**config.mk**
```make
export PLATFORM = sky130hd
export DESIGN_NAME = uart_tx_frame_engine
export DESIGN_NICKNAME = d
export VERILOG_FILES = /design/src/rtl/uart_pkg.sv /design/src/rtl/tx_fifo_sync.sv /design/src/rtl/uart_tx_frame_engine.sv
export SDC_FILE = /design/constraint.sdc
export NUM_CORES = 1
export LEC_CHECK = 0
export CAP_MARGIN = 20
export CORE_UTILIZATION = 30
export CTS_BUF_LIST = sky130_fd_sc_hd__clkbuf_4 sky130_fd_sc_hd__clkbuf_8 sky130_fd_sc_hd__clkbuf_16
export CTS_CLUSTER_SIZE = 40
export DETAILED_ROUTE_END_ITERATION = 10
export DONT_BUFFER_PORTS = 1
export GPL_TIMING_DRIVEN = 0
export SYNTH_ARGS = -nofsm -noshare
export SYNTH_HDL_FRONTEND = slang
export SYNTH_SLANG_ARGS = --single-unit
```
**constraint.sdc**
```tcl
create_clock -name PCLK -period 3.9 [get_ports PCLK]
set_clock_uncertainty 0.15 [all_clocks]
set_input_delay 0.78 -clock PCLK [delete_from_list [all_inputs] [get_ports PCLK]]
set_output_delay 0.78 -clock PCLK [all_outputs]
set_load 0.02 [all_outputs]
```
**src/rtl/uart_pkg.sv**
```systemverilog
// Shared UART definitions: transmit FSM state type, frame limits and the
// data-length legality helper used by the TX and RX paths.
package uart_pkg;

    typedef enum logic [2:0] {
        IDLE,
        START,
        DATA,
        PARITY,
        STOP1,
        STOP2
    } tx_state_t;

    localparam int unsigned UART_OSR      = 16;
    localparam int unsigned UART_MIN_BITS = 5;
    localparam int unsigned UART_MAX_BITS = 8;

    function automatic logic frame_len_legal(input logic [3:0] n);
        return (32'(n) >= UART_MIN_BITS) && (32'(n) <= UART_MAX_BITS);
    endfunction

endpackage

```
**src/rtl/tx_fifo_sync.sv**
```systemverilog
// Synchronous single-clock FIFO with occupancy count; shared by the UART TX
// and RX buffers. A pop frees a slot in the same cycle, so push+pop at full is accepted.
module tx_fifo_sync #(
    parameter int unsigned DEPTH  = 16,
    parameter int unsigned DATA_W = 8
) (
    input  logic                    clk,
    input  logic                    rst,
    input  logic                    push,
    input  logic [DATA_W-1:0]       wr_data,
    input  logic                    pop,
    output logic [DATA_W-1:0]       rd_data,
    output logic                    full,
    output logic                    not_empty,
    output logic [$clog2(DEPTH):0]  level
);

    localparam int unsigned AW = $clog2(DEPTH);

    logic [DATA_W-1:0] mem [DEPTH];
    logic [AW-1:0]     wr_ptr;
    logic [AW-1:0]     rd_ptr;
    logic              do_push;
    logic              do_pop;

    assign full      = (level == (AW+1)'(DEPTH));
    assign not_empty = (level != '0);
    assign rd_data   = mem[rd_ptr];
    assign do_pop    = pop && not_empty;
    assign do_push   = push && (!full || do_pop);

    always_ff @(posedge clk) begin
        if (do_push) begin
            mem[wr_ptr] <= wr_data;
        end
    end

    always_ff @(posedge clk) begin
        if (rst) begin
            wr_ptr <= '0;
            rd_ptr <= '0;
            level  <= '0;
        end else begin
            if (do_push) begin
                wr_ptr <= wr_ptr + AW'(1);
            end
            if (do_pop) begin
                rd_ptr <= rd_ptr + AW'(1);
            end
            if (do_push && !do_pop) begin
                level <= level + (AW+1)'(1);
            end else if (!do_push && do_pop) begin
                level <= level - (AW+1)'(1);
            end
        end
    end

endmodule

```
**src/rtl/uart_tx_frame_engine.sv**
```systemverilog
// APB UART transmit engine: buffers written bytes and serialises them as
// start / 5..8 data bits LSB-first / optional even parity / one or two stop bits.
module uart_tx_frame_engine
    import uart_pkg::*;
#(
    parameter int unsigned DEPTH  = 16,
    parameter int unsigned DATA_W = 8,
    parameter int unsigned OSR    = UART_OSR
) (
    input  logic                    PCLK,
    input  logic                    PRESET,
    input  logic                    tx_en,
    input  logic                    baud_tick,
    input  logic                    parity_bit_mode,
    input  logic                    stop_bit_twice,
    input  logic [3:0]              number_data_send,
    input  logic                    wr_en,
    input  logic [DATA_W-1:0]       wr_data,
    input  logic                    err_clr,
    output logic                    UART_TXD,
    output logic                    tx_fifo_full,
    output logic                    tx_not_empty,
    output logic [$clog2(DEPTH):0]  tx_level,
    output logic                    tx_busy,
    output logic                    TXdone,
    output logic                    error_tx_detect
);

    localparam int unsigned CNT_W = (OSR > 1) ? $clog2(OSR) : 1;

    tx_state_t         state;
    logic [CNT_W-1:0]  tick_cnt;
    logic [2:0]        bit_idx;
    logic [7:0]        shreg;
    logic              parity_acc;
    logic              cfg_parity;
    logic              cfg_two_stop;
    logic [3:0]        cfg_nbits;

    logic              pop;
    logic              period_end;
    logic              last_bit;
    logic              err_set;
    logic [DATA_W-1:0] fifo_head;

    tx_fifo_sync #(
        .DEPTH  (DEPTH),
        .DATA_W (DATA_W)
    ) u_fifo (
        .clk       (PCLK),
        .rst       (PRESET),
        .push      (wr_en),
        .wr_data   (wr_data),
        .pop       (pop),
        .rd_data   (fifo_head),
        .full      (tx_fifo_full),
        .not_empty (tx_not_empty),
        .level     (tx_level)
    );

    assign pop        = (state == IDLE) && tx_en && tx_not_empty;
    assign period_end = baud_tick && (tick_cnt == CNT_W'(OSR - 1));
    assign last_bit   = ({1'b0, bit_idx} == (cfg_nbits - 4'd1));
    assign tx_busy    = (state != IDLE);
    // A word pushed while full is only lost if the FSM is not popping that same cycle.
    assign err_set    = (wr_en && tx_fifo_full && !pop)
                      || (pop && !frame_len_legal(number_data_send));

    // UART_TXD is produced from the current state, so the line trails the FSM by one PCLK.
    always_ff @(posedge PCLK) begin
        if (PRESET) begin
            state           <= IDLE;
            tick_cnt        <= '0;
            bit_idx         <= '0;
            shreg           <= '0;
            parity_acc      <= 1'b0;
            cfg_parity      <= 1'b0;
            cfg_two_stop    <= 1'b0;
            cfg_nbits       <= 4'(UART_MAX_BITS);
            UART_TXD        <= 1'b1;
            TXdone          <= 1'b0;
            error_tx_detect <= 1'b0;
        end else begin
            TXdone <= 1'b0;

            if (err_set) begin
                error_tx_detect <= 1'b1;
            end else if (err_clr) begin
                error_tx_detect <= 1'b0;
            end

            if ((state != IDLE) && baud_tick) begin
                tick_cnt <= period_end ? '0 : tick_cnt + CNT_W'(1);
            end

            case (state)
                IDLE: begin
                    UART_TXD <= 1'b1;
                    if (pop) begin
                        shreg        <= fifo_head[7:0];
                        cfg_parity   <= parity_bit_mode;
                        cfg_two_stop <= stop_bit_twice;
                        cfg_nbits    <= frame_len_legal(number_data_send)
                                        ? number_data_send : 4'(UART_MAX_BITS);
                        parity_acc   <= 1'b0;
                        tick_cnt     <= '0;
                        bit_idx      <= '0;
                        state        <= START;
                    end
                end
                START: begin
                    UART_TXD <= 1'b0;
                    if (period_end) begin
                        bit_idx <= '0;
                        state   <= DATA;
                    end
                end
                DATA: begin
                    UART_TXD <= shreg[bit_idx];
                    if (period_end) begin
                        parity_acc <= parity_acc ^ shreg[bit_idx];
                        if (last_bit) begin
                            state <= cfg_parity ? PARITY : STOP1;
                        end else begin
                            bit_idx <= bit_idx + 3'd1;
                        end
                    end
                end
                PARITY: begin
                    UART_TXD <= parity_acc;
                    if (period_end) begin
                        state <= STOP1;
                    end
                end
                STOP1: begin
                    UART_TXD <= 1'b1;
                    if (period_end) begin
                        if (cfg_two_stop) begin
                            state <= STOP2;
                        end else begin
                            state  <= IDLE;
                            TXdone <= 1'b1;
                        end
                    end
                end
                STOP2: begin
                    UART_TXD <= 1'b1;
                    if (period_end) begin
                        state  <= IDLE;
                        TXdone <= 1'b1;
                    end
                end
                default: begin
                    state <= IDLE;
                end
            endcase
        end
    end

endmodule

```
==> impl_results.md, run 1 <==
- Transition time at the pin with the least slew margin: 0.834 ns
- Average footprint of a synthesized cell: 15.2 um2
- Result of the run: complete, no violations
- Post-layout net count: 519
- Family of cells with the greatest summed delay on the critical path: simple AND/OR/NAND/NOR gates
- Core area: 22800 um2
- First-pass GRT wire length: 23200 um
- Max-capacitance violation count: 0
- Post-synthesis instance total: 463
- Count of boundary I/O pins: 31
- Number of antenna cells inserted: 0
- Drt initial violations: 342
- RSZ-0062 raised after global routing: no
- Avg Vias per Cell: 4.98
- Main combinational cell family by area after synthesis: multiplexers
- DR pass1 iterations: 5
- Setup crit start kind: flip-flop
- Pin count of the biggest net entering global routing: 18
- Detailed Place HPWL: 9860 um
- Count of pins over their slew limit: 0
- Fmax achieved: 298 MHz
- Synth cell count leaders: sky130_fd_sc_hd__edfxtp_1 (128), sky130_fd_sc_hd__dfxtp_1 (41), sky130_fd_sc_hd__nor2_1 (41), sky130_fd_sc_hd__mux4_2 (34), sky130_fd_sc_hd__nand2_1 (28)
- Instance area at placement: 7470 um2
- Met3 usage: 0.0292
- Inst Count DP: 780
- DRC: 0
- Setup Slack @ Placement: 0.371 ns
- Die Span Y: 155 um
- Count of endpoints failing hold in the final timing report: 0
- Total wire length: 14700 um
- Final standard cell area without fillers: 8070 um2
- Highest ir drop seen on vdd: 429 uV
- Number of instances resized during post-cts repair: 0
- Proportion of layout cells with a drive suffix above 1: 0.172
- Sinks on Clock Net: 169
- Share of synthesized flip-flops with an asynchronous set or reset: 0
- Accumulated negative setup slack: 0 ns
- Post-synth EDFFs: 128
- Via total after detailed routing: 4040
- Share of the synthesized area in compound gates (AO/OA/AOI/OAI): 0.0815
- Post-synthesis mux area share: 0.114
- GRT Max-Usage Layer: met2
- Unique cell type count in the Yosys netlist: 59
- Critical Path AT: 3.56 ns
- Highest-delay cell along the critical path: sky130_fd_sc_hd__nor4_2
- Synth Area in XOR/XNOR: 0.0186
- CTS max path bufs: 2
- Clock Pin Slew Worst Setup and Hold Paths: 0.07 ns
- Sequential fraction of the synthesis area: 0.662
- Overall die width: 155 um
- Num CTS Buffers: 17
- Fill cells: 2193
- Most area-hungry cell type in the Yosys netlist: sky130_fd_sc_hd__edfxtp_1
- Area grow syn2layout: 14.5%
- Multi-input gate area: 2210 um2
- CP Data Required Time: 4.10 ns
- Clock tree from TritonCTS: yes
- Buffers added on ports: 0
- Number of setup buffers added after CTS: 0
- Starting density of the core: 0.309
- Syn Std Cell Area: 7050 um2
- Category of the worst setup path capture point: flip-flop
- Overall die area: 24100 um2
- Number of antenna violations at the first check in global routing: 0
- Post-Synth Adder-Cell Area: 0.0241
- Average wire per standard cell: 18.1 um
- Sequential standard cell area: 4660 um2
- Total setup violations reported at the end of the flow: 0
- Kind of path behind the tightest hold check: input port to flip-flop
- Static Leakage: 2.60 nW
- Slowest stage delay, CP: 0.69 ns
- Met2 track demand over resource: 0.223
- Number of register bits inferred by synthesis: 169
- Total number of placement rows: 55
- Simple-gate share of the synthesized area: 0.0747
- Non-filler cells in the finished layout: 812
- Pwr per Cell Area: 620 nW/um2
- Type of the worst setup path: flip-flop to flip-flop
- Buf+Inv Stages, Crit Path: 2
- Detail Route Antenna Nets: 0
- Largest fanout on the critical path: 9
- Clock period minus final worst setup slack: 3.36 ns
- Clk Tree Root Cell: sky130_fd_sc_hd__clkbuf_16
- Number of buffers inserted by hold repair at cts: 0
- Minimum setup slack in the final design: 0.541 ns
- Final total power: 0.00501 W
- Clk Latency, worst-skew pair: 0.43 ns
- Most repeated cell in the gate-level netlist after synthesis: sky130_fd_sc_hd__edfxtp_1
- CP cell instances: nor4_2, a21oi_2, inv_2, ha_1, inv_1, fa_1, a21o_1, a21oi_1, xnor2_1, or3_1, a21oi_1
- H-tree levels: 4
- Grt ovf: 0
- Cell with the most instances on the worst path: sky130_fd_sc_hd__a21oi_1
- Global Route Usage Sum: 0.130
- Global routing met1 resource utilization: 0.161
- Remaining max-slew budget at the tightest pin: 0.442
- Total nets after synthesis: 496
- Share of the synthesized area in the top cell type: 0.545
- Number of global-route vias before repair: 4095
- Top flip-flop cell by instance count after synthesis: sky130_fd_sc_hd__edfxtp_1
- Yosys warning total: 0
- Final worst path period share: 0.861
- Top post-synthesis cells by area: sky130_fd_sc_hd__edfxtp_1 (55%), sky130_fd_sc_hd__dfxtp_1 (12%), sky130_fd_sc_hd__mux4_2 (11%)
- Routability-driven placement congestion ratio: 0.769
[where the power goes]
part           leakage (nW)  switching (W)  internal (W)
clock network         0.298       0.000755      0.000972
registers              1.49       0.000116       0.00205
logic                 0.811       0.000631      0.000482
[layout make-up]
type                    count  share of cell area
flip-flops and latches    169               0.578
multi-input cells         253               0.274
clock buffers              17              0.0527
well taps                 313              0.0485
clock inverters            15              0.0225
plain buffers              25              0.0146
inverters                  16             0.00744
repair buffers              4             0.00310
[logic make-up after synthesis]
logic type	count (synthesis)
xor+xnor	15
buf+inv	41
mux	38
simple gates	109
fa+ha+maj	13
compound gates	78
flops	169
[layer usage]
layer,up-vias,wire length [um]
met3,19,650
li1,1860,-
met5,-,0
met4,0,216
met2,95,7470
met1,2066,6360
[flip-flops by register name, indices dropped and copies added, names as in the netlist]
name / cells
TXdone: 1
UART_TXD: 1
bit_idx: 3
cfg_nbits: 4
cfg_parity: 1
cfg_two_stop: 1
error_tx_detect: 1
parity_acc: 1
shreg: 8
state: 3
tick_cnt: 4
u_fifo.level: 5
u_fifo.mem: 128
u_fifo.rd_ptr: 4
u_fifo.wr_ptr: 4
[path summary, 6_finish.rpt]
check        slack [ns]              end       startpoint  cells after the start
min                0.29           TXdone           PRESET                      1
max reg2reg        0.54  u_fifo.level[4]  u_fifo.level[0]                     11
min reg2reg        0.33         shreg[1]         shreg[1]                      2
max                0.54  u_fifo.level[4]  u_fifo.level[0]                     11
[stage by stage]
| stage | hold WS, ns | utilization |
|---|---|---|
| final | 0.291 | 0.353 |
| after floorplan | 0.295 | - |
| after global placement | 0.307 | 0.326 |
| after CTS | 0.278 | 0.353 |
| after detailed placement | 0.313 | 0.327 |
| after global routing | 0.274 | 0.353 |
[placed cells by master, fill, tap and decap left out, types with 12 or more instances in the layout]
cell type	synthesis	final
sky130_fd_sc_hd__clkbuf_16	0	17
sky130_fd_sc_hd__dfxtp_1	41	41
sky130_fd_sc_hd__nor2_1	41	41
sky130_fd_sc_hd__inv_1	15	15
sky130_fd_sc_hd__ha_1	12	12
sky130_fd_sc_hd__nand2_1	28	28
sky130_fd_sc_hd__clkbuf_1	13	13
sky130_fd_sc_hd__edfxtp_1	128	128
sky130_fd_sc_hd__mux4_2	34	34
sky130_fd_sc_hd__a21oi_1	17	17
(Power assumes the default switching activity.)
==> inputs of run 2 (changes only) <==
--- a/config.mk
+++ b/config.mk
@@ -6,12 +6,13 @@
 export NUM_CORES = 1
 export LEC_CHECK = 0
 export CAP_MARGIN = 20
-export CORE_UTILIZATION = 30
+export CORE_UTILIZATION = 35
 export CTS_BUF_LIST = sky130_fd_sc_hd__clkbuf_4 sky130_fd_sc_hd__clkbuf_8 sky130_fd_sc_hd__clkbuf_16
 export CTS_CLUSTER_SIZE = 40
 export DETAILED_ROUTE_END_ITERATION = 10
 export DONT_BUFFER_PORTS = 1
 export GPL_TIMING_DRIVEN = 0
+export PLACE_DENSITY_LB_ADDON = 0.1
 export SYNTH_ARGS = -nofsm -noshare
 export SYNTH_HDL_FRONTEND = slang
 export SYNTH_SLANG_ARGS = --single-unit
==> run 2 against run 1 <==
Register-to-register slack improved by 0.02 ns; final area shrank 0.98%; non-clock buffer count is the same; wire length rose by 3.9%; worst setup slack improved by 0.016 ns; utilization is 5.5 points higher; critical path depth stayed put; fmax rose by 0.49%; sequential share of layout area rose by 0.57 points; die area down 14%; global-route usage rose by 3.4 points; largest power group unchanged.
==> impl_results.md, run 2 (synthesis results as in run 1) <==
- Total number of placement rows: 51 (was 55)
- Routability-driven placement congestion ratio: 0.787 (was 0.769)
- Relative contribution of sequential cells to total power: 0.439 (was 0.433)
- Number of antenna violations at the first check in global routing: 0 (unchanged)
- Via total after detailed routing: 3932 (was 4040)
- CTS max path bufs: 2 (unchanged)
- Clk Latency, worst-skew pair: 0.43 ns (about the same)
- Clock Pin Slew Worst Setup and Hold Paths: 0.07 ns (about the same)
- First-pass GRT wire length: 23800 um (was 23200 um)
- DRC: 0 (unchanged)
- Number of buffers inserted by hold repair at cts: 0 (unchanged)
- Number of antenna cells inserted: 0 (unchanged)
- Proportion of layout cells with a drive suffix above 1: 0.174 (was 0.172)
- Critical Path AT: 3.54 ns (was 3.56 ns)
- Clock period minus final worst setup slack: 3.34 ns (was 3.36 ns)
- Pin count of the biggest net entering global routing: 18 (unchanged)
- Accumulated negative setup slack: 0 ns (unchanged)
- Type of the worst setup path: flip-flop to flip-flop (unchanged)
- Overall die width: 144 um (was 155 um)
- Buffers added on ports: 0 (unchanged)
- Post-layout net count: 519 (unchanged)
- H-tree levels: 4 (unchanged)
- Count of boundary I/O pins: 31 (unchanged)
- Final worst path period share: 0.857 (was 0.861)
- Clock tree from TritonCTS: yes (unchanged)
- Count of pins over their slew limit: 0 (unchanged)
- Largest registers ranked by flip-flop count: u_fifo.mem: 128 flops, shreg: 8 flops, u_fifo.level: 5 flops (unchanged)
- Most frequent cells in the layout: sky130_fd_sc_hd__edfxtp_1 (128), sky130_fd_sc_hd__dfxtp_1 (41), sky130_fd_sc_hd__nor2_1 (41), sky130_fd_sc_hd__mux4_2 (34), sky130_fd_sc_hd__nand2_1 (28) (unchanged)
- Drt initial violations: 349 (was 342)
- Total wire length: 15300 um (was 14700 um)
- Most common cell after layout, fill and taps aside: sky130_fd_sc_hd__edfxtp_1 (unchanged)
- Core area: 19600 um2 (was 22800 um2)
- Num CTS Buffers: 17 (unchanged)
- Setup crit start kind: flip-flop (unchanged)
- Die Span Y: 144 um (was 155 um)
- Sinks on Clock Net: 169 (unchanged)
- Count of endpoints failing hold in the final timing report: 0 (unchanged)
- Starting density of the core: 0.360 (was 0.309)
- Grt ovf: 0 (unchanged)
- Avg Vias per Cell: 5.15 (was 4.98)
- Multi-input gate area: 2210 um2 (unchanged)
- Detail Route Antenna Nets: 0 (unchanged)
- Max-capacitance violation count: 0 (unchanged)
- Flip-flop count of the largest register after layout: 128 (unchanged)
- CP Data Required Time: 4.10 ns (about the same)
- Highest ir drop seen on vdd: 351 uV (was 429 uV)
- Sw Ratio: 0.304 (was 0.300)
- Transition time at the pin with the least slew margin: 0.879 ns (was 0.834 ns)
- Area grow syn2layout: 13.4% (was 14.5%)
- Largest fanout on the critical path: 9 (unchanged)
- Overall die area: 20700 um2 (was 24100 um2)
- Result of the run: complete, no violations (unchanged)
- Detailed Place HPWL: 10400 um (was 9860 um)
- Fmax achieved: 299 MHz (was 298 MHz)
- Final total power: 0.00495 W (was 0.00501 W)
- RSZ-0062 raised after global routing: no (unchanged)
- Remaining max-slew budget at the tightest pin: 0.412 (was 0.442)
- Static Leakage: 2.59 nW (was 2.60 nW)
- Clk Tree Root Cell: sky130_fd_sc_hd__clkbuf_16 (unchanged)
- Reg with most FFs: u_fifo.mem (unchanged)
- Number of instances resized during post-cts repair: 0 (unchanged)
- Cell internal pwr: 0.00344 W (was 0.00351 W)
- Pwr per Cell Area: 619 nW/um2 (was 620 nW/um2)
- Average wire per standard cell: 20.0 um (was 18.1 um)
- Total setup violations reported at the end of the flow: 0 (unchanged)
- Number of setup buffers added after CTS: 0 (unchanged)
- Combinational Power Share: 0.225 (was 0.222)
- Global Route Usage Sum: 0.164 (was 0.130)
- Fill cells: 1818 (was 2193)
- Category of the worst setup path capture point: flip-flop (unchanged)
- Switching component of the power: 0.00151 W (was 0.00150 W)
- Kind of path behind the tightest hold check: input port to flip-flop (unchanged)
- Sequential standard cell area: 4660 um2 (unchanged)
- DR pass1 iterations: 7 (was 5)
- Number of global-route vias before repair: 4152 (was 4095)
- Relative contribution of the clock network to total power: 0.336 (was 0.345)
-- run 2: cell count changes in the layout (fill, tap and decap cells not counted) --
| cell | previous run | this run |
|---|---|---|
| sky130_fd_sc_hd__buf_2 | 6 | 4 |
| sky130_fd_sc_hd__buf_4 | 5 | 7 |
| sky130_fd_sc_hd__bufinv_16 | 2 | 1 |
| sky130_fd_sc_hd__clkinv_1 | 2 | 1 |
| sky130_fd_sc_hd__clkinv_2 | 0 | 1 |
| sky130_fd_sc_hd__clkinvlp_4 | 0 | 1 |
| sky130_fd_sc_hd__inv_6 | 4 | 5 |
| sky130_fd_sc_hd__inv_8 | 4 | 3 |
-- run 2: path summary, 6_finish.rpt --
path / from / end / slack (ns) / depth (start not counted)
worst max-delay path: u_fifo.level[0] / u_fifo.level[4] / 0.56 / 11
worst min-delay path: PRESET / TXdone / 0.29 / 1
worst max register to register: u_fifo.level[0] / u_fifo.level[4] / 0.56 / 11
worst min register to register: shreg[7] / shreg[7] / 0.33 / 2
-- run 2: cell type report --
type,count,share of cell area
Buffer,25,0.0147
Clock buffer,17,0.0532
Clock inverter,15,0.0197
Inverter,16,0.00751
Multi-Input combinational cell,253,0.276
Sequential cell,169,0.583
Tap cell,265,0.0415
Timing Repair Buffer,4,0.00376
-- run 2: through the flow --
stage | setup WS [ns] | hold slack, ns | area (um2) | cells | util
4_1_cts | 0.499 | 0.268 | 8000 | 764 | 0.408
6_report | 0.558 | 0.287 | 8000 | 764 | 0.408
3_5_place_dp | 0.386 | 0.315 | 7410 | 732 | 0.378
5_1_grt | 0.225 | 0.265 | 8000 | 764 | 0.408
2_1_floorplan | 0.595 | 0.295 | 7050 | 463 | -
3_3_place_gp | 0.357 | 0.314 | 7380 | 728 | 0.377
-- run 2: layer usage --
| metal | global-route usage | wire (um) | vias up |
|---|---|---|---|
| li1 | - | - | 1858 |
| met1 | 0.216 | 6840 | 1994 |
| met2 | 0.266 | 7600 | 62 |
| met3 | 0.0330 | 609 | 18 |
| met4 | 0.0588 | 223 | 0 |
| met5 | 0 | 0 | - |
-- run 2: power groups by stage --
stage | Combinational, W | Clock (W) | Sequential, W
4_1_cts | 0.00114 | 0.00170 | 0.00217
6_report | 0.00111 | 0.00166 | 0.00217
3_3_place_gp | 0.00111 | 0 | 0.00221
3_5_place_dp | 0.00113 | 0 | 0.00221
2_1_floorplan | 0.000866 | 0 | 0.00218
5_1_grt | 0.00124 | 0.00176 | 0.00219
-- run 2: critical path, stage by stage, from the launching register on --
cell and delay [ns]:
sky130_fd_sc_hd__dfxtp_1 0.43, sky130_fd_sc_hd__nor4_2 0.68, sky130_fd_sc_hd__a21oi_2 0.18, sky130_fd_sc_hd__inv_2 0.20
sky130_fd_sc_hd__ha_1 0.21, sky130_fd_sc_hd__inv_1 0.10, sky130_fd_sc_hd__fa_1 0.41, sky130_fd_sc_hd__a21o_1 0.17
sky130_fd_sc_hd__a21oi_1 0.19, sky130_fd_sc_hd__xnor2_1 0.09, sky130_fd_sc_hd__or3_1 0.30, sky130_fd_sc_hd__a21oi_1 0.14
==> inputs of run 3 (changes only) <==
--- a/config.mk
+++ b/config.mk
@@ -16,3 +16,4 @@
 export SYNTH_ARGS = -nofsm -noshare
 export SYNTH_HDL_FRONTEND = slang
 export SYNTH_SLANG_ARGS = --single-unit
+export TNS_END_PERCENT = 100
==> results of run 3 <==
No change in the layout: final DEF, timing and power equal those of run 2.
